`config.mk`:
```
export PLATFORM = sky130hd
export DESIGN_NAME = interval_timer
export DESIGN_NICKNAME = d
export VERILOG_FILES = /design/src/rtl/interval_timer.sv
export SDC_FILE = /design/constraint.sdc
export NUM_CORES = 1
export LEC_CHECK = 0
export ABC_AREA = 1
export CAP_MARGIN = 30
export CORE_MARGIN = 5
export CORE_UTILIZATION = 40
export DETAILED_ROUTE_END_ITERATION = 7
export REMOVE_ABC_BUFFERS = 1
export SETUP_SLACK_MARGIN = 0.3
export SLEW_MARGIN = 20
export SYNTH_ARGS = -nofsm -noshare
export SYNTH_HDL_FRONTEND = slang
export SYNTH_SLANG_ARGS = --single-unit
export TNS_END_PERCENT = 50
```
`constraint.sdc`:
```
create_clock -name clk -period 2.4 [get_ports clk]
set_clock_uncertainty 0.2 [all_clocks]
set_input_delay 0.24 -clock clk [delete_from_list [all_inputs] [get_ports clk]]
set_output_delay 0.24 -clock clk [all_outputs]
set_load 0.02 [all_outputs]
```
`src/rtl/interval_timer.sv`:
```
// Programmable interval timer: one-shot or periodic runs of PERIOD counting cycles,
// with pause, abort and registered tick/done pulses.
module interval_timer #(
   parameter int WIDTH = 16
) (
   input  logic             clk,
   input  logic             rst_n,
   input  logic             start,
   input  logic             stop,
   input  logic             pause,
   input  logic             mode,
   input  logic [WIDTH-1:0] period,
   output logic [WIDTH-1:0] count,
   output logic             busy,
   output logic             paused,
   output logic             tick,
   output logic             done,
   output logic [1:0]       fsm_state
);

   typedef enum logic [1:0] {
      IDLE = 2'd0,
      RUN  = 2'd1,
      HOLD = 2'd2
   } state_t;

   localparam logic [WIDTH-1:0] ONE = {{(WIDTH-1){1'b0}}, 1'b1};

   state_t           state;
   logic [WIDTH-1:0] per;
   logic             md;
   logic             start_ok;
   logic             at_term;

   // A start that arrives together with stop, or with a zero period, is dropped.
   assign start_ok  = start && !stop && (period != '0);
   assign at_term   = (count == per - ONE);
   assign fsm_state = state;

   always_ff @(posedge clk or negedge rst_n) begin
      if (!rst_n) begin
         state  <= IDLE;
         per    <= '0;
         md     <= 1'b0;
         count  <= '0;
         busy   <= 1'b0;
         paused <= 1'b0;
         tick   <= 1'b0;
         done   <= 1'b0;
      end else begin
         tick <= 1'b0;
         done <= 1'b0;
         case (state)
            IDLE: begin
               if (start_ok) begin
                  per    <= period;
                  md     <= mode;
                  count  <= '0;
                  busy   <= 1'b1;
                  paused <= pause;
                  state  <= pause ? HOLD : RUN;
               end
            end
            RUN, HOLD: begin
               // Stop outranks both pause and the terminal event.
               if (stop) begin
                  state  <= IDLE;
                  count  <= '0;
                  busy   <= 1'b0;
                  paused <= 1'b0;
               end else if (pause) begin
                  state  <= HOLD;
                  paused <= 1'b1;
               end else if (at_term) begin
                  count  <= '0;
                  tick   <= 1'b1;
                  paused <= 1'b0;
                  if (md) begin
                     state <= RUN;
                  end else begin
                     state <= IDLE;
                     busy  <= 1'b0;
                     done  <= 1'b1;
                  end
               end else begin
                  count  <= count + ONE;
                  state  <= RUN;
                  paused <= 1'b0;
               end
            end
            default: begin
               state  <= IDLE;
               busy   <= 1'b0;
               paused <= 1'b0;
            end
         endcase
      end
   end

endmodule

```
Word level (Yosys, flattened, before mapping):

Index checks and enable logic that the tools add are counted.
W data, S select, Z words.

* add/sub/neg operators: 2
* equality and inequality tests: 7
* mux-type cells: 31
* reductions and logical operators: 10

Operator list (count)
* $mux W16: 4
* $pmux W16 S2: 1
* $mux W1: 18
* $add A16 B1 Y16 const B: 1
* $eq A16 B16 Y1: 1
* $reduce_bool A16 Y1: 1
* $sub A16 B1 Y16 const B: 1
* $mux W2: 5
* $ne A3 B3 Y1 const B: 3
* $pmux W1 S2: 2
* $pmux W2 S2: 1
* $reduce_and A4 Y1: 1
* $reduce_and A3 Y1: 1
* $eq A2 B1 Y1 const B: 1
* $eq A2 B2 Y1 const B: 1
* $logic_and A1 B1 Y1: 2
* $logic_not A2 Y1: 1
* $ne A2 B2 Y1 const B: 1
* $reduce_and A2 Y1: 1
* $reduce_bool A2 Y1: 1
* $reduce_or A2 Y1: 1
* $logic_not A1 Y1: 1

* register bits: 39
* input bits: 22
* output and inout port bits: 22
* word-level logic and storage cells: 58

Depth between registers and ports, before layout:

* depth after elaboration: 6
* mapped depth: 16
* gate-level depth less buffers: 16

Worst setup path before layout:

No wires, ideal clock.

* path kind: flip-flop to flip-flop
* from: register paused (netlist name)
* to: register count[12]
* library setup time: 0.119 ns
* arrival time: 1.872 ns
* required time: 2.081 ns
* path slack: 0.209 ns
* stages on the path, launching flop included: 12
* buffers on the path: 0
* clock period less this slack: 2.191 ns
* path through: dfrtp_1 inv_1 ha_1 inv_1 nor2_1 nand2_1 inv_1 a21oi_4 nand3_1 nor2_1 xor2_1 nor2_2

RTL lines
* end signal: assignment: line 86 `count <= count + ONE;`
* end: declaration: line 13 `output logic [WIDTH-1:0] count,`

Worst setup path in the final report:

* from: register per[3]
* to: register count[12]

* cells in the longest elaborated chain, start to end: 6

Ends and longest elaborated chain
* start: declaration: line 30 `logic [WIDTH-1:0] per;`
* start signal: assignment: line 56 `per <= period;`
* $sub A16 B1 Y16: line 37 `assign at_term = (count == per - ONE);`
* $eq A16 B16 Y1: line 37
* $mux W16: line 74 `end else if (at_term) begin`
* $mux W16: line 71 `end else if (pause) begin`
* $mux W16: line 66 `if (stop) begin`
* $pmux W16 S2: line 53 `case (state)`

No other way between the ends. The select of a mux whose other input is x is not followed.
A chain may end at the register's enable or synchronous reset.

==> flow_summary.toml <==
[drt]
viasPerCell = 4.658
antenna_left = 0
drt_iter0_drc = 120
dr.pass1.iters = 4
vias = 2357
drc = 0
wl_um = 6521
wire_per_inst_um = 12.89

[setup_path]
critPathTopFamily = "simple AND/OR/NAND/NOR gates"
cp-start-kind = "flip-flop"
cp.arrival_ns = 2.11
crit_path_end_kind = "flip-flop"
path_common_cell = "nand2_1"
crit_slowest_cell = "dfrtp_1"
r2r_cells = 14
crit_fanout = 6
r2r-start = "per[3]"
ff2ff_setup_slack_ns = 0.27
worstPathCellList = "nor2_1, nand2_2, nor2_4, nand2_1, nand2_1, nand2_1, nor2_1, nand2_1, nor2_2, nand2_2, nand2_4, nand2_8, inv_8, nor2_2"
worst-path-buf-inv = 1
cp.depth = 14
cp_data_required_time_ns = 2.38
cpPeakStageDelay_ns = 0.43
crit_path_end = "count[12]"
r2r-end = "count[12]"
crit_type = "reg2reg"
startpoint = "per[3]"

[die]
dieArea_um2 = 7980
core_area_um2 = 6241
die_x_um = 89.33
pin_count = 44
die_h_um = 89.33
num_rows = 29
start_util = 0.4034

[finish]
nNetsFinal = 455
post-route-cell-area_um2 = 3331
layoutNonFillerInstCount = 506
n_antenna_cell = 0
drive_gt1_frac = 0.1608
synthToLayoutAreaGrowth_pct = 32.31
fill_cells = 638

[min_path]
hold_path_class = "in2async"

[placed_design]
gp_congestion = 0.8623
place_area_um2 = 3059
pre_cts_ws_ns = -0.07851
post-place-cells = 486
hpwl_um = 4982
portBuffers = 43

[synthesis]
syn_area_per_cell_um2 = 6.897
synth_cells = 365
ys_ff_latch = 38
netlist_area_um2 = 2517
seq_area_frac_synth = 0.3777
synth_edf_count = 0
yosys_warnings = 0
synth_ff_type = "dfrtp_1"
async_flop_share = 1.000
yosysUniqueCellTypes = 29

[outcome]
status = "finished, final reports clean"

[sta]
rsz0062_at_grt = "true"
setup_viol = 0
slew_headroom = 0.7949
finalCriticalPeriod_ns = 2.132
finalCritPeriodShare = 0.8885
tightest_slew_ns = 0.3077
slew_violations = 0
tns_ns = 0
max_freq_mhz = 469.0
fin_ws_ns = 0.2676
hold_viol = 0

[grt]
grt_pass1_wl_um = 10680
antenna_found_initial = 0
grt_pass1_vias = 2229
grt-ovfl-total = 0
grt_usage = 0.1748
grt_max_degree = 39

[pwr]
power_frac_seq = 0.313
pwr-share-comb = 0.559
power_density_nw_per_um2 = 991.4
internal_power_mw = 1.798
clkPwrFrac = 0.127
p_leak_nw = 1.610
p_sw_frac = 0.4556
netSwitchingPower_mw = 1.504
ir_drop_mv = 0.5121
total_power_mw = 3.302

[run]
maxCapViolCount = 0

[clock_network]
clock_latency_ns = 0.29
cts_made_buffers = 5
path_clk_slew_ns = 0.07
clockBufferDepth = 2
cts_tree = "done"
htree_levels = 2
cts_sinks = 38
ctsRootBufferMaster = "clkbuf_8"
layout by cell type (no fill, tap or decap), drive strengths merged, types with 3 or more instances in the layout:
| cell | count |
|---|---|
| nand2 | 137 |
| nor2 | 66 |
| inv | 45 |
| clkdlybuf4s50 | 42 |
| dfrtp | 38 |
| buf | 18 |
| nand3 | 17 |
| o21ai | 13 |
| xnor2 | 12 |
| xor2 | 12 |
| clkbuf | 7 |
| nand4 | 4 |
| ha | 4 |
| nand3b | 3 |
per-stage QoR:
step / hold slack [ns] / utilization
finish: 0.1045 / 0.5337
global route: 0.1269 / 0.5337
CTS: 0.2932 / 0.5241
detailed placement: 0.2182 / 0.4902
global placement: 0.2086 / 0.4902
floorplan: -0.2556 / -
power groups by stage:
| stage | registers, mW | clock network [mW] | logic (mW) |
|---|---|---|---|
| 2_1_floorplan | 1.05 | 0 | 1.08 |
| 3_3_place_gp | 1.04 | 0 | 1.57 |
| 3_5_place_dp | 1.04 | 0 | 1.57 |
| 4_1_cts | 1.03 | 0.434 | 1.79 |
| 5_1_grt | 1.06 | 0.467 | 2.06 |
| 6_report | 1.03 | 0.421 | 1.85 |
flip-flops by register name, indices dropped and copies added (netlist names):
signal	count
tick	1
md	1
busy	1
done	1
paused	1
per	16
count	16
fsm_state	1
synthesized netlist by cell type, drive strengths merged, types with 2 or more instances:
library cell    n  share of area
inv            44          0.069
buf             2         0.0050
ha              4          0.020
nand3          17          0.034
xnor2          12          0.042
nand3b          3         0.0089
nor2           66           0.12
xor2           12          0.042
o21ai          13          0.026
nor3b           2         0.0060
nand4           4         0.0099
a21oi           2         0.0084
clkbuf          3         0.0050
nand2         137           0.21
dfrtp          38           0.38
metal layers:
layer / GRT usage / wire, um / vias to the layer above
li1: - / - / 1243
met1: 0.2379 / 3082 / 1077
met2: 0.2853 / 3213 / 28
met3: 0.03134 / 147 / 9
met4: 0.04871 / 78 / 0
met5: 0 / 0 / -
repair_timing:
item | CTS | global route
endpoints found under the setup margin | 19 | 21
setup buffers | 7 | 3
hold buffers | 1 | 0
pin swaps | 11 | 12
cloned | 1 | 0
hold endpoints to repair | 38 | 0
gates resized for setup | 22 | 5
area by class of cell:
class	instances	area, um^2	share of cell area
repair buffers	61	579.3	0.1739
clock buffers	7	76.32	0.02292
multi-input cells	278	1440	0.4324
inverters	44	172.7	0.05184
flip-flops and latches	38	954.7	0.2866
repair inverters	1	11.26	0.003381
well taps	77	96.34	0.02893
cells by family (layout without fill, tap and decap cells):
group                    count (synthesis)  after routing  synth area share
AND/OR/NAND/NOR                        232            232            0.3981
buffers and inverters                   49            113           0.07853
flip-flops                              38             38            0.3777
XOR/XNOR                                24             24           0.08350
AO/OA/AOI/OAI                           18             18           0.04225
adder cells (fa/ha/maj)                  4              4           0.01988
how the worst min path moves through the flow:
| stage | from | to | slack [ns] | cells after the start |
|---|---|---|---|---|
| CTS | md | done | 0.29 | 1 |
| global placement | rst_n | busy | 0.21 | 1 |
| global route | rst_n | busy | 0.13 | 2 |
| detailed placement | rst_n | busy | 0.22 | 1 |
| floorplan | rst_n | busy | -0.26 | 0 |
| finish | rst_n | count[1] | 0.10 | 2 |
worst reg2reg max path, delay by kind of cell (launching register included):
kind | cells | cell delay [ns]
buf+inv | 1 | 0.09
simple gates | 13 | 1.31
flops | 1 | 0.43
(Power assumes the default switching activity.)
